===== config.mk =====
export PLATFORM = sky130hd
export DESIGN_NAME = pe_code_decoder
export DESIGN_NICKNAME = d
export VERILOG_FILES = /design/src/rtl/pe_code_decoder.sv
export SDC_FILE = /design/constraint.sdc
export NUM_CORES = 1
export LEC_CHECK = 0
export BUFFER_PORTS_ARGS = -buffer_cell sky130_fd_sc_hd__buf_2
export CORE_AREA = 2 2 71 73
export DETAILED_ROUTE_END_ITERATION = 8
export DIE_AREA = 0 0 73 75
export PLACE_DENSITY = 0.5
export SLEW_MARGIN = 40
export SYNTH_ARGS = -nofsm -noshare
export SYNTH_HDL_FRONTEND = slang
export SYNTH_SLANG_ARGS = --single-unit

===== constraint.sdc =====
create_clock -name clk -period 2.3 [get_ports clk]
set_input_delay 0 -clock clk [delete_from_list [all_inputs] [get_ports clk]]
set_output_delay 0 -clock clk [all_outputs]
set_load 0.02 [all_outputs]

===== src/rtl/pe_code_decoder.sv =====
// pe_code_decoder: queues 3-bit encoded indices and replays them as timed one-hot strobes
module pe_code_decoder #(
    parameter int HOLD_CYCLES = 4,
    parameter int GAP_CYCLES  = 1,
    parameter int FIFO_DEPTH  = 2,
    parameter int INVERT_CODE = 1
) (
    input  logic       clk,
    input  logic       reset,
    input  logic       en,
    input  logic [2:0] code_in,
    input  logic       in_valid,
    output logic       in_ready,
    output logic [7:0] dec_out,
    output logic       out_valid,
    output logic       eno
);
    localparam int PW = $clog2(FIFO_DEPTH);
    localparam int CW = PW + 1;
    localparam logic [7:0] HOLD_LOAD = 8'(HOLD_CYCLES - 1);
    localparam logic [7:0] GAP_LOAD = 8'(GAP_CYCLES - 1);
    localparam logic [CW-1:0] FULL_COUNT = CW'(FIFO_DEPTH);

    typedef enum logic [1:0] {IDLE, HOLD, GAP} state_t;

    state_t        state, state_n;
    logic [2:0]    mem [FIFO_DEPTH];
    logic [PW-1:0] wr_ptr, rd_ptr;
    logic [CW-1:0] count;
    logic [7:0]    cnt, cnt_n, dec_n, head_onehot;
    logic [2:0]    idx;
    logic          push, pop, empty;

    assign in_ready    = count != FULL_COUNT;
    assign empty       = count == '0;
    assign push        = in_valid && in_ready;
    assign idx         = (INVERT_CODE != 0) ? ~mem[rd_ptr] : mem[rd_ptr];
    assign head_onehot = 8'b1 << idx;
    assign out_valid   = |dec_out;
    assign eno         = en || (state == IDLE && empty);

    // Code storage; stale entries are harmless because reset clears the pointers
    always_ff @(posedge clk) begin
        if (push) mem[wr_ptr] <= code_in;
    end

    // FIFO pointers and occupancy; pushes are accepted regardless of en
    always_ff @(posedge clk) begin
        if (reset) begin
            wr_ptr <= '0;
            rd_ptr <= '0;
            count  <= '0;
        end else begin
            if (push) wr_ptr <= wr_ptr + 1'b1;
            if (pop) rd_ptr <= rd_ptr + 1'b1;
            count <= count + CW'(push) - CW'(pop);
        end
    end

    // Strobe sequencer: pop in IDLE, hold the line, optional zero gap, en=1 aborts
    always_comb begin
        state_n = state;
        cnt_n   = cnt;
        dec_n   = dec_out;
        pop     = 1'b0;
        case (state)
            IDLE: begin
                if (!en && !empty) begin
                    pop     = 1'b1;
                    dec_n   = head_onehot;
                    cnt_n   = HOLD_LOAD;
                    state_n = HOLD;
                end else begin
                    dec_n = '0;
                end
            end
            HOLD: begin
                if (en) begin
                    state_n = IDLE;
                    cnt_n   = '0;
                    dec_n   = '0;
                end else if (cnt != 8'd0) begin
                    cnt_n = cnt - 8'd1;
                end else if (GAP_CYCLES > 0) begin
                    dec_n   = '0;
                    cnt_n   = GAP_LOAD;
                    state_n = GAP;
                end else if (!empty) begin
                    pop   = 1'b1;
                    dec_n = head_onehot;
                    cnt_n = HOLD_LOAD;
                end else begin
                    dec_n   = '0;
                    state_n = IDLE;
                end
            end
            GAP: begin
                dec_n = '0;
                if (en) begin
                    state_n = IDLE;
                    cnt_n   = '0;
                end else if (cnt != 8'd0) begin
                    cnt_n = cnt - 8'd1;
                end else begin
                    state_n = IDLE;
                end
            end
            default: begin
                state_n = IDLE;
                cnt_n   = '0;
                dec_n   = '0;
            end
        endcase
    end

    // Sequencer state, counter and registered strobe
    always_ff @(posedge clk) begin
        if (reset) begin
            state   <= IDLE;
            cnt     <= '0;
            dec_out <= '0;
        end else begin
            state   <= state_n;
            cnt     <= cnt_n;
            dec_out <= dec_n;
        end
    end
endmodule


==> impl_metrics.csv <==
group,metric,value,unit
synth,ys_seq_area_share,46.7,%
sta,max_freq,464,MHz
synth,ys_ff_latch,29,
sta,period_needed,2160,ps
global_routing,antenna_found_initial,0,
global_routing,grt_pass1_wl,4.70,mm
detailed_routing,avgRoutedWirePerCell,12.0,um
layout,final_core_util,34.8,%
placement,numPortBuffers,17,
setup_path,cp.arrival,2320,ps
setup_path,crit_chain,"inv_1 -> ha_1 -> or3b_2 -> or2_1 -> and3_2 -> o21bai_4 -> nor2_1",
power_and_ir_drop,switching_share,39.1,%
synth,ys.warnings.count,0,
sta,slew_headroom,55.0,%
synth,yosys.cell_types.count,40,
synth,syn_nets,157,
synth,synth_area_leaders,"dfxtp_1 34%, edfxtp_1 13%, nor2_1 7.7%, xnor2_1 5.1%, a22oi_1 4.4%",
clock_tree,clk_latency,280,ps
sta,fin_skew,1.82,ps
synth,avgSynthCellArea,9.39,um^2
power_and_ir_drop,clkPwrFrac,18.7,%
power_and_ir_drop,p_total,2110,uW
power_and_ir_drop,power_frac_seq,36.6,%
power_and_ir_drop,ir_drop,0.506,mV
power_and_ir_drop,p_leak,0.000664,uW
synth,yosys.area.top_type_share,33.6,%
synth,netlist_area,0.00137,mm^2
setup_path,worstSetupStartpoint,"cnt[0]",
power_and_ir_drop,combPwrFrac,44.6,%
layout,stdcell_area,0.00162,mm^2
placement,dp_hpwl,1.95,mm
detailed_routing,drt-pass1-iter-count,4,
worst_hold_path,hp-class,"input pin to register",
setup_path,path_class,"register to register",
floorplan,fp.dieArea,0.00548,mm^2
worst_hold_path,hold_start,"reset",
synth,synth_top_area_cell,"dfxtp_1",
setup_path,end_kind,"register",
global_routing,grt_max_degree,19,
global_routing,overflow,0,
setup_path,required,2470,ps
placement,place_ws,133,ps
setup_path,slowest_delay,490,ps
floorplan,core-area,0.00466,mm^2
layout,layout-drive-gt1-share,18.5,%
power_and_ir_drop,p_sw,825,uW
setup_path,r2r-end,"cnt[4]",
sta,finalMaxSlewViolations,0,
layout,nets,178,
detailed_routing,first_iter_violations,67,
setup_path,r2r_setup_slack,140,ps
global_routing,grt_pass1_vias,1064,
floorplan,rows,25,
detailed_routing,vias,1074,
worst_hold_path,hold_end,"state[0]",
floorplan,io_pins,18,
clock_tree,cts_made_buffers,5,
clock_tree,post-cts-setup-buffers,0,
detailed_routing,via_per_inst,4.84,
setup_path,slowest_stage,"or3b_2",
sta,rsz0062_at_grt,"no",
power_and_ir_drop,internal_power,1290,uW
layout,antennaDiodeCount,0,
job,cap_violations,0,
sta,finalWorstSetupSlack,145,ps
clock_tree,cts_root_buf,"clkbuf_8",
setup_path,reg2reg_from,"cnt[0]",
clock_tree,cts_num_sinks,29,
floorplan,fp.dieH,75,um
sta,setup_viol,0,
sta,fin_crit_sh,93.7,%
sta,setup_tns,0,ps
layout,synthToLayoutAreaGrowth,18.2,%
placement,routabilityCongestion,0.808,
worst_hold_path,hold_path_depth,2,
detailed_routing,route.detailed.drc,0,
sta,finalHoldViolCount,0,
synth,synth_cells,146,
clock_tree,htreeDepth,2,
clock_tree,clk_pin_slew,60,ps
detailed_routing,ant_nets,0,
global_routing,grt.total_usage,11.4,%
sta,worstMarginPinSlew,669,ps
setup_path,ff2ff_path_depth,7,
clock_tree,cts_buffer_depth,2,
placement,dpl_cell_area,0.00149,mm^2
floorplan,start_util,29.4,%
setup_path,crit_fanout,10,
setup_path,start_kind,"register",
detailed_routing,routed_wl,2.66,mm
layout,layout_commonest_cell,"nor2_1",
clock_tree,tritoncts,"done",
power_and_ir_drop,power_density,1300,mW/mm^2
layout,final_cell_mix,"28 x nor2_1, 23 x dfxtp_1, 17 x buf_2",
floorplan,fp.dieW,73,um
run_status,status,"complete, no violations",
==> flip-flops by register name, summed over array words and instances, names as in the netlist, named ones only <==
register / cells
wr_ptr: 1
count: 2
cnt: 8
mem: 6
dec_out: 8
rd_ptr: 1
state: 2
==> critical path: cells and delay by family, from the launching register on <==
family	cells	cell delay [ps]
simple gates	4	1210
flops	1	330
compound gates	1	220
fa+ha+maj	1	150
buf+inv	1	120
==> power by group through the flow <==
stage | sequential [uW] | clock, uW | combinational [uW]
2_1_floorplan | 748 | 0 | 798
3_3_place_gp | 780 | 0 | 912
3_5_place_dp | 780 | 0 | 916
4_1_cts | 773 | 405 | 927
5_1_grt | 794 | 435 | 1070
6_report | 774 | 395 | 943
==> layout make-up <==
type,instances,area (um^2)
multi-input combinational,103,679
tap,54,67.6
clock buffer,6,72.6
clock inverter,2,10.0
sequential,29,641
fill,481,3040
timing repair buffer,21,125
inverter,7,26.3
==> cell families after synthesis <==
group                    after synthesis  share of synthesized area, %
AND/OR/NAND/NOR                       62                          22.8
AO/OA/AOI/OAI                         25                          14.6
XOR/XNOR                              11                          7.03
buffers and inverters                 14                          4.47
adder cells (fa/ha/maj)                4                          3.65
flip-flops                            29                          46.7
multiplexers                           1                         0.730
==> cell usage after synthesis (all sizes together) <==
| cell | number |
|---|---|
| nand3 | 1 |
| o32ai | 2 |
| o22a | 1 |
| buf | 3 |
| ha | 4 |
| o21bai | 1 |
| o21ba | 1 |
| a21o | 2 |
| dfxtp | 23 |
| nor2 | 28 |
| nor2b | 1 |
| nand2b | 4 |
| a22oi | 8 |
| o311a | 1 |
| o21ai | 2 |
| and3 | 3 |
| a211oi | 2 |
| clkbuf | 4 |
| inv | 7 |
| nor4 | 6 |
| o21a | 1 |
| or3 | 1 |
| or4 | 2 |
| nand3b | 1 |
| mux2i | 1 |
| edfxtp | 6 |
| xnor2 | 8 |
| or3b | 2 |
| xor2 | 3 |
| or2 | 1 |
| o22ai | 2 |
| a21oi | 2 |
| nor3 | 6 |
| nand2 | 6 |
==> per-stage QoR <==
| stage | instances | hold WS (ps) |
|---|---|---|
| after floorplan | 146 | 98.9 |
| after global placement | 210 | 190 |
| after detailed placement | 210 | 194 |
| after CTS | 222 | 103 |
| after global routing | 222 | 132 |
| final | 222 | 101 |
==> worst max-delay path by stage <==
stage | end | depth (start not counted)
floorplan | cnt[2] | 9
global placement | cnt[5] | 7
detailed placement | cnt[4] | 7
CTS | cnt[4] | 7
global route | dec_out[0] | 7
finish | cnt[4] | 7
==> repair_timing <==
action	4_1_cts	5_1_grt
setup endpoints to repair	0	10
resized for setup	0	2
hold buffers	4	0
endpoints found under the hold margin	7	0
==> metal layers <==
layer	global-route usage [%]	part of all wire, %	up-vias
li1	-	-	557
met4	6.17	2.2	0
met5	0	0	-
met1	14.3	50	489
met3	3.61	4.4	7
met2	17.6	44	21
No activity file was read; power rests on OpenSTA's default activity.
